--- src/rtl/stepdir_sequencer.sv ---
// stepdir_sequencer: queued step/direction pulse generator for a stepper driver.
// Commands {steps, period, dir} are buffered in a small FIFO and played out as
// step pulses of fixed high time with a rising-edge spacing of max(period, 2*PULSE_W).
// A direction change inserts a DIR_SETUP hold before the first step.
module stepdir_sequencer #(
  parameter int DEPTH     = 4,
  parameter int PULSE_W   = 2,
  parameter int DIR_SETUP = 4
) (
  input  logic                     clk,
  input  logic                     rst,
  input  logic                     enable,
  input  logic                     abort,
  input  logic                     cmd_valid,
  output logic                     cmd_ready,
  input  logic [15:0]              cmd_steps,
  input  logic [23:0]              cmd_period,
  input  logic                     cmd_dir,
  output logic                     step,
  output logic                     dir,
  output logic                     en,
  output logic [31:0]              position,
  output logic                     busy,
  output logic [$clog2(DEPTH):0]   level
);

  localparam int AW = $clog2(DEPTH);
  localparam int EW = 16 + 24 + 1;

  localparam logic [AW:0] DEPTH_L = (AW + 1)'(DEPTH);
  localparam logic [24:0] PW25    = 25'(PULSE_W);
  localparam logic [24:0] PW_LAST = 25'(PULSE_W - 1);
  localparam logic [24:0] TWO_PW  = 25'(2 * PULSE_W);
  localparam logic [24:0] DS_LAST = 25'(DIR_SETUP - 1);

  typedef enum logic [1:0] {IDLE, SETUP, HIGH, LOW} state_t;

  // FIFO storage and bookkeeping
  logic [EW-1:0] mem [DEPTH];
  logic [AW-1:0] wr_ptr_reg, rd_ptr_reg;
  logic [AW:0]   level_reg;
  logic          push, pop;

  // Motion state
  state_t        state_reg, state_next;
  logic [24:0]   cnt_reg, cnt_next;
  logic [24:0]   low_len_reg, low_len_next;
  logic [15:0]   remaining_reg, remaining_next;
  logic [31:0]   position_reg, position_next;
  logic          dir_reg, dir_next;
  logic          step_reg, step_next;

  // Head-of-queue fields
  logic [15:0]   head_steps;
  logic [23:0]   head_period;
  logic          head_dir;
  logic [24:0]   period_ext, eff;
  logic          low_done;

  assign {head_steps, head_period, head_dir} = mem[rd_ptr_reg];

  // The low phase is computed at 25 bits so a full 24-bit period never truncates.
  assign period_ext = {1'b0, head_period};
  assign eff        = (period_ext > TWO_PW) ? period_ext : TWO_PW;
  assign low_done   = (cnt_reg == (low_len_reg - 25'd1));

  assign cmd_ready = (level_reg < DEPTH_L) && !abort;
  assign push      = cmd_valid && cmd_ready;

  // FIFO pointers and occupancy; abort flushes, simultaneous push/pop nets out.
  always_ff @(posedge clk) begin
    if (rst) begin
      wr_ptr_reg <= '0;
      rd_ptr_reg <= '0;
      level_reg  <= '0;
    end else if (abort) begin
      wr_ptr_reg <= '0;
      rd_ptr_reg <= '0;
      level_reg  <= '0;
    end else begin
      if (push) wr_ptr_reg <= wr_ptr_reg + 1'b1;
      if (pop)  rd_ptr_reg <= rd_ptr_reg + 1'b1;
      case ({push, pop})
        2'b10:   level_reg <= level_reg + 1'b1;
        2'b01:   level_reg <= level_reg - 1'b1;
        default: level_reg <= level_reg;
      endcase
    end
  end

  // FIFO write port (storage needs no reset; occupancy guards reads).
  always_ff @(posedge clk) begin
    if (push) mem[wr_ptr_reg] <= {cmd_steps, cmd_period, cmd_dir};
  end

  // State register plus the datapath registers that move with it.
  always_ff @(posedge clk) begin
    if (rst) begin
      state_reg     <= IDLE;
      cnt_reg       <= '0;
      low_len_reg   <= TWO_PW - PW25;
      remaining_reg <= '0;
      position_reg  <= '0;
      dir_reg       <= 1'b0;
      step_reg      <= 1'b0;
    end else begin
      state_reg     <= state_next;
      cnt_reg       <= cnt_next;
      low_len_reg   <= low_len_next;
      remaining_reg <= remaining_next;
      position_reg  <= position_next;
      dir_reg       <= dir_next;
      step_reg      <= step_next;
    end
  end

  // Next-state decision: pop/launch in IDLE, timed phases, enable stall at end of LOW.
  always_comb begin
    state_next = state_reg;
    case (state_reg)
      IDLE: begin
        if ((level_reg != '0) && enable && (head_steps != 16'd0))
          state_next = (head_dir != dir_reg) ? SETUP : HIGH;
      end
      SETUP: begin
        if (cnt_reg == DS_LAST) state_next = HIGH;
      end
      HIGH: begin
        if (cnt_reg == PW_LAST) state_next = LOW;
      end
      LOW: begin
        if (low_done) begin
          if (remaining_reg <= 16'd1) state_next = IDLE;
          else if (enable)            state_next = HIGH;
        end
      end
      default: state_next = IDLE;
    endcase
    if (abort) state_next = IDLE;
  end

  // Output and datapath decode: pop strobe, counters, position update, step pulse.
  always_comb begin
    pop            = 1'b0;
    dir_next       = dir_reg;
    remaining_next = remaining_reg;
    low_len_next   = low_len_reg;
    position_next  = position_reg;
    cnt_next       = cnt_reg + 25'd1;

    // Phase counter restarts on every transition and parks while idle or stalled.
    if (state_next != state_reg)
      cnt_next = '0;
    else if ((state_reg == IDLE) || ((state_reg == LOW) && low_done))
      cnt_next = cnt_reg;

    if ((state_reg == IDLE) && (level_reg != '0) && enable && !abort) begin
      pop = 1'b1;
      // Zero-step commands are consumed without touching dir or the move registers.
      if (head_steps != 16'd0) begin
        remaining_next = head_steps;
        low_len_next   = eff - PW25;
        dir_next       = head_dir;
      end
    end

    if ((state_reg == LOW) && low_done && !abort) begin
      if (state_next == HIGH)      remaining_next = remaining_reg - 16'd1;
      else if (state_next == IDLE) remaining_next = '0;
    end

    // Position counts on entry to HIGH; dir is already settled by then.
    if ((state_next == HIGH) && (state_reg != HIGH))
      position_next = dir_reg ? (position_reg + 32'd1) : (position_reg - 32'd1);

    if (abort) remaining_next = '0;

    step_next = (state_next == HIGH);
  end

  assign step     = step_reg;
  assign dir      = dir_reg;
  assign en       = enable;
  assign position = position_reg;
  assign busy     = (state_reg != IDLE) || (level_reg != '0);
  assign level    = level_reg;

endmodule

--- config.mk ---
export PLATFORM = sky130hd
export DESIGN_NAME = stepdir_sequencer
export DESIGN_NICKNAME = d
export VERILOG_FILES = /design/src/rtl/stepdir_sequencer.sv
export SDC_FILE = /design/constraint.sdc
export NUM_CORES = 1
export LEC_CHECK = 0
export BUFFER_PORTS_ARGS = -buffer_cell sky130_fd_sc_hd__buf_2
export CORE_MARGIN = 2
export CORE_UTILIZATION = 55
export DETAILED_ROUTE_END_ITERATION = 16
export PLACE_DENSITY = 0.84
export SETUP_SLACK_MARGIN = 0.2
export SLEW_MARGIN = 20
export SYNTH_ARGS = -nofsm -noshare
export SYNTH_HDL_FRONTEND = slang
export SYNTH_SLANG_ARGS = --single-unit
export TNS_END_PERCENT = 1
--- constraint.sdc ---
create_clock -name clk -period 3.88 [get_ports clk]
set_input_delay 0.582 -clock clk [delete_from_list [all_inputs] [get_ports clk]]
set_output_delay 0.582 -clock clk [all_outputs]
set_load 0.1 [all_outputs]
# After elaboration in Yosys (flattened, before gate mapping)
# Memories as Yosys holds them, arrays and structs flattened. A register that Yosys moved wholly into a read port is not among the register bits.
# Index checks and enable logic that the tools add are counted.
# word_totals
reg_bits,109
output_inout_bits,40
mem_bits_rw,164
inputBits,46
mem_count,1
# memory_table
memory,depth,word_bits,read_ports,rd_ports_with_merged_regs,wr,line,rtl
mem,4,41,1,1,1,39,logic [EW-1:0] mem [DEPTH];
# op_classes
order_cmp,3
add_sub_neg,10
muxes,22
eq_ne,12
reduce_logical,22
# op_table
cell,count
$mux W16,5
$add A32 B1 Y32 const B,1
$mux W32,1
$sub A32 B1 Y32 const B,1
$add A25 B1 Y25 const B,1
$eq A25 B1 Y1 const B,1
$eq A25 B2 Y1 const B,1
$eq A25 B25 Y1,1
$sub A24 B2 Y25 const B,1
$sub A25 B1 Y25 const B,1
$gt A24 B3 Y1 const B,1
$mux W24,1
$mux W2,10
$le A16 B1 Y1 const B,1
$reduce_bool A16 Y1,1
$sub A16 B1 Y16 const B,1
$logic_and A1 B1 Y1,10
$eq A2 B2 Y1 const B,4
$pmux W2 S4,1
$pmux W3 S2,1
$add A2 B1 Y2 const B,2
$eq A2 B1 Y1 const B,2
$logic_not A2 Y1,2
$reduce_bool A2 Y1,2
other kinds (12),16

# Longest topological paths before layout
# Gate-level depths: netlist of run 1.
# logic_depth
word_depth,10
ltp_mapped,15

# Worst setup path before layout of run 1
# Ideal clock, no wire load.
# synth_timing
kind,reg2reg
startpoint,"register dir_reg, in the netlist dir"
endpoint,"register position_reg[31], in the netlist position[31]"
stages_incl_launch_ff,13
slack_ns,-0.563
required_ns,3.749
arrival_time_ns,4.311
setup_time_ns,0.131
path_buffers,0
path_cell_list,dfxtp_1 inv_1 ha_1 o21ai_0 o21a_1 or4_1 a21oi_1 nor2_1 a211oi_1 a31oi_1 mux2i_1 o311ai_2 o41ai_2
# synth_via
elab_chain_cells,7
# synth_lines
element,line,rtl
start: declaration,50,"logic dir_reg, dir_next;"
start signal: assignment,112,dir_reg <= dir_next;
$ne A1 B1 Y1,123,state_next = (head_dir != dir_reg) ? SETUP : HIGH;
$mux W2,123,
$mux W2,122,if ((level_reg != '0) && enable && (head_steps != 16'd0))
$pmux W2 S4,120,case (state_reg)
$mux W2,139,if (abort) state_next = IDLE;
$eq A2 B2 Y1,173,if ((state_next == HIGH) && (state_reg != HIGH))
$logic_and A1 B1 Y1,173,
end signal: assignment,111,position_reg <= position_next;
end: declaration,49,"logic [31:0] position_reg, position_next;"
# Parallel ways exist; a longest one is shown, timed or not.
# A chain may end at the register's enable or synchronous reset.

==> impl_metrics.py, run 1 <==
metrics = {
    "global_route": {
        "grt_pass1_vias": 9732,
        "gr-usage-all-layers_pct": 23.8,
        "grt_pass1_wl_mm": 50.5,
        "antenna_found_initial": 1,
        "grt_max_degree": 70,
        "grt-ovfl-total": 0,
    },
    "layout": {
        "largest_reg_flops": 164,
        "stdcell_count": 1678,
        "area_delta_synth_final_pct": 15.1,
        "fillCellCount": 1740,
        "antenna-diode-count": 0,
        "layout.nets": 1421,
        "fin_area_um2": 15900,
        "drive_gt1_share_pct": 20.5,
    },
    "detailed_routing": {
        "wl_met3_mm": 2.15,
        "ant_nets": 0,
        "drc": 0,
        "drtIter0Drc": 1023,
        "wl_per_cell_um": 19.0,
        "wl_mm": 31.8,
        "wl_met2_mm": 15.1,
        "drt-met1-wl_mm": 13.6,
        "highest_layer": "met5",
        "routed_via_density": 6.07,
        "dr_total_vias": 10178,
        "dr.pass1.iters": 6,
    },
    "run_status": {
        "violations": "setup timing",
        "outcome": "complete, but fails checks",
    },
    "power": {
        "power.leakage_nw": 5.94,
        "ir_drop_mv": 0.608,
        "total_power_mw": 6.36,
        "powerDensity_nw_per_um2": 401,
    },
    "yosys": {
        "async_reset_ff_share_pct": 0,
        "ys_warn_count": 0,
        "synth_area_um2": 13800,
        "ys_top_cells_by_area": "edfxtp_1 36%, dfxtp_1 16%, mux4_2 6.7%",
        "synth.avg_cell_area_um2": 11.3,
        "synth_edf_count": 164,
        "synth-seq-cells": 275,
        "syn_inst": 1218,
        "syn_nets": 1307,
        "synth_top_cell_area_share_pct": 35.7,
        "ys.flop_type": "edfxtp_1",
        "yosysSeqAreaShare_pct": 51.9,
        "yosysMostFrequentCell": "nor2_1",
        "synth_cell_type_count": 70,
        "yosys.area.top_type": "edfxtp_1",
        "ys_top_cells_by_count": "170 x nor2_1, 164 x edfxtp_1, 111 x dfxtp_1, 71 x a21oi_1, 68 x xnor2_1",
    },
    "critical_path": {
        "startpoint_type": "flop",
        "cp-end-kind": "flop",
        "cp_max_fo": 5,
        "critPathKind": "flop to flop",
        "crit_arrival_ns": 4.38,
        "slowest_delay_ns": 0.56,
        "crit_chain": "buf_8 -> mux4_2 -> nor4_4 -> nor4b_4 -> or3b_4 -> or4_4 -> o21ai_2 -> ha_2 -> buf_4 -> nand3_1 -> xor2_1 -> a211oi_1",
        "critical_path_required_ns": 4.35,
        "slowest_stage": "mux4_2",
    },
    "clock_network": {
        "cts_tree": "yes",
        "cts_made_buffers": 28,
        "clk_latency_ns": 0.58,
        "clock_sinks": 275,
        "clockBufferDepth": 3,
        "clockRootBuffer": "clkbuf_16",
        "htreeDepth": 1,
        "path_clk_slew_ns": 0.06,
    },
    "job": {
        "cap_violations": 0,
    },
    "place": {
        "placed_area_um2": 14700,
        "portBuffers": 85,
        "dp_cells": 1613,
        "place.gp.congestion": 0.923,
        "detailed_place_hpwl_mm": 20.5,
    },
    "floorplan": {
        "die_w_um": 162,
        "initial_core_util_pct": 56.3,
        "coreArea_um2": 24500,
        "dieArea_um2": 26300,
        "die_h_um": 162,
        "ios": 86,
        "num_rows": 57,
    },
    "timing": {
        "hold_viol_final": 0,
        "drv_slew": 0,
        "finalSetupViolations": 2,
        "tightest_slew_ns": 1.07,
        "timing.final.crit_period_ns": 3.91,
        "skew_ns": 0.0569,
        "tns_ns": -0.0519,
        "slew-limit-headroom_pct": 28.8,
        "timing.final.ws_setup_ns": -0.0327,
        "rsz0062_at_grt": "true",
        "period_share_pct": 101,
        "holdWs_ns": 0.212,
        "fmax_mhz": 256,
    },
    "hold_path": {
        "hold_path_class": "primary input to flop",
    },
}
==> cell families (layout without fill, tap and decap cells) <==
logic type	after synthesis	in the layout	synth area share (%)
xor+xnor	106	106	6.74
buf+inv	86	222	2.69
flops	275	275	51.9
compound gates	230	230	10.9
fa+ha+maj	43	43	4.01
simple gates	402	402	14.5
mux	76	76	9.24
==> report_power, final <==
group	leakage, nW	total [mW]	internal [mW]	switching [mW]
Combinational	3.12	0.616	0.243	0.373
Sequential	2.39	3.16	3.13	0.0259
Clock	0.426	2.58	1.43	1.15
==> stage by stage <==
stage | worst slack (ns) | util [%]
detailed placement | -0.141 | 60.3
CTS | 0.149 | 64.4
finish | -0.0327 | 64.8
global route | -0.0921 | 64.8
floorplan | 0.0877 | -
global placement | -0.0272 | 60.3
==> what timing repair did <==
item / 4_1_cts / 5_1_grt
gates resized for setup: 13 / 13
pin swaps: 5 / 2
cloned: 0 / 0
setup buffers: 9 / 4
endpoints found under the setup margin: 63 / 82
hold buffers: 0 / 0
==> routing by layer <==
metal | track usage [%] | up-vias
met5 | 0 | -
met4 | 7.08 | 2
met3 | 3.63 | 100
met2 | 39.7 | 422
met1 | 32.7 | 4873
li1 | - | 4781
==> worst paths after layout <==
check                               startpoint                           end  slack (ns)  depth (start not counted)
setup / recovery                          flop  low_len_reg[17]$_SDFFE_PP0P_       -0.03                         12
hold / removal                   cmd_period[0]           mem[1][1]$_DFFE_PP_        0.21                          1
setup reg to reg                          flop  low_len_reg[17]$_SDFFE_PP0P_       -0.03                         12
hold reg to reg   low_len_reg[24]$_SDFFE_PP0P_  low_len_reg[24]$_SDFFE_PP0P_        0.48                          1
==> critical path: cells and delay by family, from the launching register on <==
family          cells  cell delay [ns]
compound gates      2             0.49
xor+xnor            1             0.18
fa+ha+maj           1             0.23
buf+inv             2             0.31
flops               1             0.40
mux                 1             0.56
simple gates        5             1.67
==> cell type report <==
cell class / count / area [µm²] / share of cell area [%]
Clock buffer: 35 / 737 / 4.65
Clock inverter: 17 / 158 / 0.994
Inverter: 32 / 124 / 0.781
Multi-Input combinational cell: 857 / 6420 / 40.5
Sequential cell: 275 / 7160 / 45.1
Tap cell: 324 / 405 / 2.56
Timing Repair Buffer: 138 / 860 / 5.42
==> cell usage in the layout, fill, tap and decap left out, types with 7 or more instances in the layout <==
cell type and instances:
xnor2_1 68, or4_1 9, nor3_1 28, o21ai_0 40
and4_1 7, nand3_1 14, nor4_1 17, nand3b_1 8
nor2b_1 8, ha_1 39, clkbuf_16 28, xor2_1 38
and3_1 8, nand2_1 54, a211oi_1 21, a21o_1 12
dfxtp_1 108, buf_2 85, inv_1 31, o21a_1 10
nor2_1 169, or3_1 12, and2_1 8, or2_2 7
mux4_2 41, mux2i_1 35, buf_4 49, o31ai_1 11
edfxtp_1 164, a31oi_1 11, a21oi_1 71, nand4_1 14
No activity file was read; power rests on OpenSTA's default activity.
==> run 2: changes to the inputs <==
Settings changed: CORE_MARGIN 2 to 8, SKIP_LAST_GASP set to 1.
==> impl_metrics.py, run 2 (synthesis gave the netlist of run 1 again) <==
metrics = {
    "run_status": {
        "outcome": "complete, but fails checks",
        "violations": "setup timing",
    },
    "critical_path": {
        "critPathKind": "flop to flop",
        "worst_path_most_repeated_cell": "or3_4",
        "slowest_delay_ns": 0.55,
        "cp_max_fo": 7,
        "r2r_slack_ns": -0.01,
        "critical_path_required_ns": 4.34,
        "crit_arrival_ns": 4.35,
        "cp-end-kind": "flop",
        "r2r_end": "low_len_reg[11]$_SDFFE_PP0P_",
        "reg2regPathDepth": 11,
        "crit_chain": "clkbuf_16 -> mux4_2 -> or3_4 -> nor3_4 -> or3b_4 -> or4_4 -> o21ai_2 -> ha_2 -> nand2_4 -> or3_4 -> a311oi_2",
        "slowest_stage": "mux4_2",
        "endpoint": "low_len_reg[11]$_SDFFE_PP0P_",
        "startpoint_type": "flop",
    },
    "layout": {
        "layout.nets": 1420,
        "largest_reg_flops": 164,
        "drive_gt1_share_pct": 20.2,
        "area_delta_synth_final_pct": 15.5,
        "antenna-diode-count": 0,
        "final_common_cell": "nor2_1",
        "final_cell_mix": "169 x nor2_1, 164 x edfxtp_1, 108 x dfxtp_1",
    },
    "job": {
        "cap_violations": 0,
    },
    "place": {
        "portBuffers": 85,
        "place_ws_ns": -0.0690,
        "detailed_place_hpwl_mm": 21.4,
        "place.gp.congestion": 0.862,
    },
    "clock_network": {
        "cts_tree": "yes",
        "htreeDepth": 1,
        "cts_hold_buf": 0,
        "cts_made_buffers": 29,
        "clk_latency_ns": 0.56,
        "clockBufferDepth": 3,
        "clockRootBuffer": "clkbuf_16",
        "clock_sinks": 275,
        "path_clk_slew_ns": 0.07,
    },
    "floorplan": {
        "num_rows": 58,
        "die_w_um": 174,
        "initial_core_util_pct": 55.4,
        "dieArea_um2": 30400,
        "die_h_um": 174,
        "ios": 86,
        "coreArea_um2": 24900,
    },
    "detailed_routing": {
        "dr.pass1.iters": 5,
        "drc": 0,
        "wl_mm": 32.4,
        "drtIter0Drc": 908,
        "dr_total_vias": 10111,
        "wl_per_cell_um": 19.3,
        "routed_via_density": 6.00,
        "ant_nets": 0,
    },
    "global_route": {
        "grt_pass1_wl_mm": 52.0,
        "gr-usage-all-layers_pct": 20.7,
        "antenna_found_initial": 0,
        "grt_max_degree": 67,
        "grt-ovfl-total": 0,
        "grt_pass1_vias": 9926,
    },
    "hold_path": {
        "hold_path_class": "primary input to flop",
    },
    "power": {
        "pwr-share-clk_pct": 42.6,
        "powerDensity_nw_per_um2": 412,
        "total_power_mw": 6.56,
        "p_sw_share_pct": 24.3,
        "p_seq_share_pct": 48.1,
        "ir_drop_mv": 0.481,
        "switchingPower_mw": 1.59,
        "power.leakage_nw": 5.96,
        "intPower_mw": 4.96,
        "power_frac_comb_pct": 9.3,
    },
    "timing": {
        "finalSetupViolations": 2,
        "skew_ns": 0.0171,
        "hold_viol_final": 0,
        "timing.final.crit_period_ns": 3.89,
        "tightest_slew_ns": 1.10,
        "fmax_mhz": 257,
        "slew-limit-headroom_pct": 26.7,
        "period_share_pct": 100,
        "rsz0062_at_grt": "true",
        "timing.final.ws_setup_ns": -0.0100,
        "drv_slew": 0,
    },
}
run 2: changes by cell type in the layout (fill, tap and decap cells not counted), sizes merged:
| cell | change |
|---|---|
| clkinv | -5 |
| inv | +4 |
| buf | -3 |
| clkinvlp | +3 |
| bufinv | +2 |
| clkbuf | -1 |
run 2: cell type report:
type                            count  area [µm²]
Clock buffer                       33         741
Clock inverter                     21         223
Fill cell                        1803        8980
Inverter                           32         124
Multi-Input combinational cell    857        6370
Sequential cell                   275        7160
Tap cell                          330         413
Timing Repair Buffer              136         887
run 2: through the flow:
step                      TNS, ns  hold slack (ns)  utilization [%]  instance area (µm²)  cells
final                     -0.0151            0.236             63.9                15900   1684
after CTS                       0            0.219             63.4                15800   1674
after detailed placement  -0.0690            0.487             59.3                14800   1616
after global placement          0            0.478             59.3                14800   1616
after global routing       -0.337            0.220             63.9                15900   1684
after floorplan                 0            0.470                -                13900   1218
run 2: worst max-delay path, delay by kind of cell, from the launching register on:
family | cells | cell delay (ns)
buf+inv | 1 | 0.15
simple gates | 6 | 2.08
fa+ha+maj | 1 | 0.25
mux | 1 | 0.55
compound gates | 2 | 0.40
flops | 1 | 0.37
run 2: worst min-delay path by stage:
stage	startpoint	endpoint	slack [ns]	cells after the start
3_5_place_dp	position[30]$_SDFFE_PP0P_	position[30]$_SDFFE_PP0P_	0.49	2
3_3_place_gp	position[30]$_SDFFE_PP0P_	position[30]$_SDFFE_PP0P_	0.48	2
5_1_grt	cmd_steps[13]	mem[3][38]$_DFFE_PP_	0.22	1
2_1_floorplan	low_len_reg[24]$_SDFFE_PP0P_	low_len_reg[24]$_SDFFE_PP0P_	0.47	1
4_1_cts	cmd_steps[5]	mem[0][30]$_DFFE_PP_	0.22	1
6_report	cmd_steps[13]	mem[3][38]$_DFFE_PP_	0.24	1
run 2: routing by layer:
metal	global-route usage [%]	share of wire [%]	up-vias
met5	0	0	-
met4	6.23	2.9	0
met3	4.10	6.8	72
met2	34.9	48	368
met1	26.5	42	4894
li1	-	-	4777
run 2: power by group through the flow:
| stage | Combinational, mW | Clock (mW) | Sequential [mW] |
|---|---|---|---|
| 5_1_grt | 0.661 | 2.94 | 3.16 |
| 6_report | 0.609 | 2.79 | 3.16 |
| 4_1_cts | 0.599 | 2.82 | 3.16 |
| 3_3_place_gp | 0.574 | 0 | 3.22 |
| 3_5_place_dp | 0.587 | 0 | 3.22 |
| 2_1_floorplan | 0.396 | 0 | 3.26 |
run 2: what timing repair did:
action / in CTS / in global routing
resized for setup: 7 / 12
setup buffers: 4 / 9
setup endpoints to repair: 12 / 90
cloned: 0 / 1
pin swaps: 3 / 8
==> run 3: changes to the inputs <==
Settings changed: PLACE_DENSITY 0.84 to 0.81.
Clock period 3.88 ns to 4.3 ns, I/O delays scaled along.
==> impl_metrics.py, run 3 (synthesis gave the netlist of run 1 again) <==
metrics = {
    "critical_path": {
        "reg2regPathDepth": 11,
        "critical_path_required_ns": 4.73,
        "cp-end-kind": "flop",
        "r2r_start": "low_len_reg[15]$_SDFFE_PP0P_",
        "slowest_delay_ns": 0.52,
        "path_delay_family": "simple AND/OR/NAND/NOR gates",
        "crit_arrival_ns": 4.38,
        "worst_path_most_repeated_cell": "or3_1",
        "crit_chain": "or3_1 -> or3_1 -> or4_1 -> a32oi_1 -> nand3_1 -> nor4_4 -> a21oi_2 -> a211o_2 -> buf_12 -> and2_0 -> o21a_1",
        "cp_max_fo": 19,
        "r2r_slack_ns": 0.36,
        "r2r_end": "position[17]$_SDFFE_PP0P_",
        "critPathBufInv": 1,
        "critPathKind": "flop to flop",
        "slowest_stage": "or3_1",
        "startpoint": "low_len_reg[15]$_SDFFE_PP0P_",
        "startpoint_type": "flop",
    },
    "floorplan": {
        "die_w_um": 174,
        "ios": 86,
        "num_rows": 58,
        "die_h_um": 174,
        "dieArea_um2": 30400,
        "initial_core_util_pct": 55.4,
        "coreArea_um2": 24900,
    },
    "place": {
        "portBuffers": 85,
        "dp_cells": 1602,
        "place.gp.congestion": 0.888,
        "detailed_place_hpwl_mm": 20.6,
    },
    "timing": {
        "rsz0062_at_grt": "true",
        "fmax_mhz": 254,
        "tns_ns": 0,
        "tightest_slew_ns": 1.07,
        "slew-limit-headroom_pct": 28.7,
        "skew_ns": 0.0370,
        "finalSetupViolations": 0,
        "timing.final.crit_period_ns": 3.94,
        "hold_viol_final": 0,
        "period_share_pct": 91.7,
        "drv_slew": 0,
    },
    "detailed_routing": {
        "routed_via_density": 5.93,
        "dr_total_vias": 9819,
        "wl_per_cell_um": 18.6,
        "drtIter0Drc": 835,
        "ant_nets": 0,
        "wl_mm": 30.8,
        "dr.pass1.iters": 5,
        "drc": 0,
    },
    "hold_path": {
        "holdPathStages": 1,
        "hold_end": "mem[2][38]$_DFFE_PP_",
        "hold_path_class": "primary input to flop",
        "min-delay-start": "cmd_steps[13]",
    },
    "layout": {
        "layout.nets": 1396,
        "drive_gt1_share_pct": 17.6,
        "stdcell_count": 1657,
        "final_cell_mix": "170 x nor2_1, 164 x edfxtp_1, 108 x dfxtp_1",
        "final_common_cell": "nor2_1",
        "largest_reg_flops": 164,
        "antenna-diode-count": 0,
        "area_delta_synth_final_pct": 13.2,
    },
    "clock_network": {
        "clockBufferDepth": 3,
        "path_clk_slew_ns": 0.06,
        "clock_sinks": 275,
        "cts_made_buffers": 28,
        "clk_latency_ns": 0.58,
        "cts_tree": "yes",
        "clockRootBuffer": "clkbuf_16",
        "cts_hold_buf": 0,
        "htreeDepth": 1,
    },
    "global_route": {
        "grt_max_degree": 69,
        "gr-usage-all-layers_pct": 19.7,
        "antenna_found_initial": 1,
        "grt-ovfl-total": 0,
        "grt_pass1_vias": 9498,
        "grt_pass1_wl_mm": 49.5,
    },
    "power": {
        "ir_drop_mv": 0.417,
        "power.leakage_nw": 5.80,
        "power_frac_comb_pct": 9.0,
        "switchingPower_mw": 1.37,
        "powerDensity_nw_per_um2": 377,
        "intPower_mw": 4.50,
        "pwr-share-clk_pct": 42.5,
        "p_seq_share_pct": 48.5,
        "p_sw_share_pct": 23.3,
    },
    "run_status": {
        "outcome": "finished clean",
    },
    "job": {
        "cap_violations": 0,
    },
}
-- run 3: layout make-up --
class                      count  area, µm²
clock buffer                  35        747
inverter                      32        120
tap                          330        413
clock inverter                15        201
fill                        1860       9300
sequential                   275       7150
timing repair buffer         113        652
multi-input combinational    857       6310
-- run 3: stage by stage --
step	cell area, µm²	setup WS [ns]	hold slack (ns)	util, %	total power, mW
finish	15600	0.355	0.284	62.7	5.88
global route	15600	0.126	0.272	62.7	6.06
CTS	15500	0.242	0.257	62.4	5.91
detailed placement	14600	0.145	0.491	58.5	3.42
global placement	14600	0.338	0.479	58.5	3.41
floorplan	13800	0.127	0.470	-	3.30
-- run 3: how the worst max path moves through the flow --
stage	endpoint	slack (ns)	depth (start not counted)
global route	position[17]$_SDFFE_PP0P_	0.13	14
floorplan	low_len_reg[15]$_SDFFE_PP0P_	0.13	12
detailed placement	low_len_reg[13]$_SDFFE_PP0P_	0.14	11
CTS	low_len_reg[13]$_SDFFE_PP0P_	0.24	11
finish	position[17]$_SDFFE_PP0P_	0.36	11
global placement	low_len_reg[13]$_SDFFE_PP0P_	0.34	11
-- run 3: layer usage --
metal / global-route usage, % / share of wire [%] / up-vias
li1: - / - / 4727
met1: 26.0 / 45 / 4704
met2: 32.4 / 47 / 321
met3: 3.28 / 5.6 / 65
met4: 6.98 / 3.3 / 2
met5: 0 / 0.026 / -
-- run 3: worst reg2reg max path: stages (launching register included) --
cell and delay [ns]:
dfxtp_1 0.40, or3_1 0.52, or3_1 0.43, or4_1 0.49
a32oi_1 0.22, nand3_1 0.17, nor4_4 0.46, a21oi_2 0.16
a211o_2 0.41, buf_12 0.20, and2_0 0.16, o21a_1 0.18
-- run 3: power groups by stage --
stage,logic (mW),clock network (mW),registers (mW)
6_report,0.529,2.50,2.85
5_1_grt,0.582,2.63,2.85
4_1_cts,0.524,2.54,2.85
3_5_place_dp,0.517,0,2.91
3_3_place_gp,0.508,0,2.90
2_1_floorplan,0.354,0,2.94
-- run 3: repair_timing --
item                                   4_1_cts  5_1_grt
setup endpoints to repair                    1       64
buffers inserted                             0        5
resized for setup                            1        8
endpoints found under the hold margin        0        0
pin swaps                                    0        3
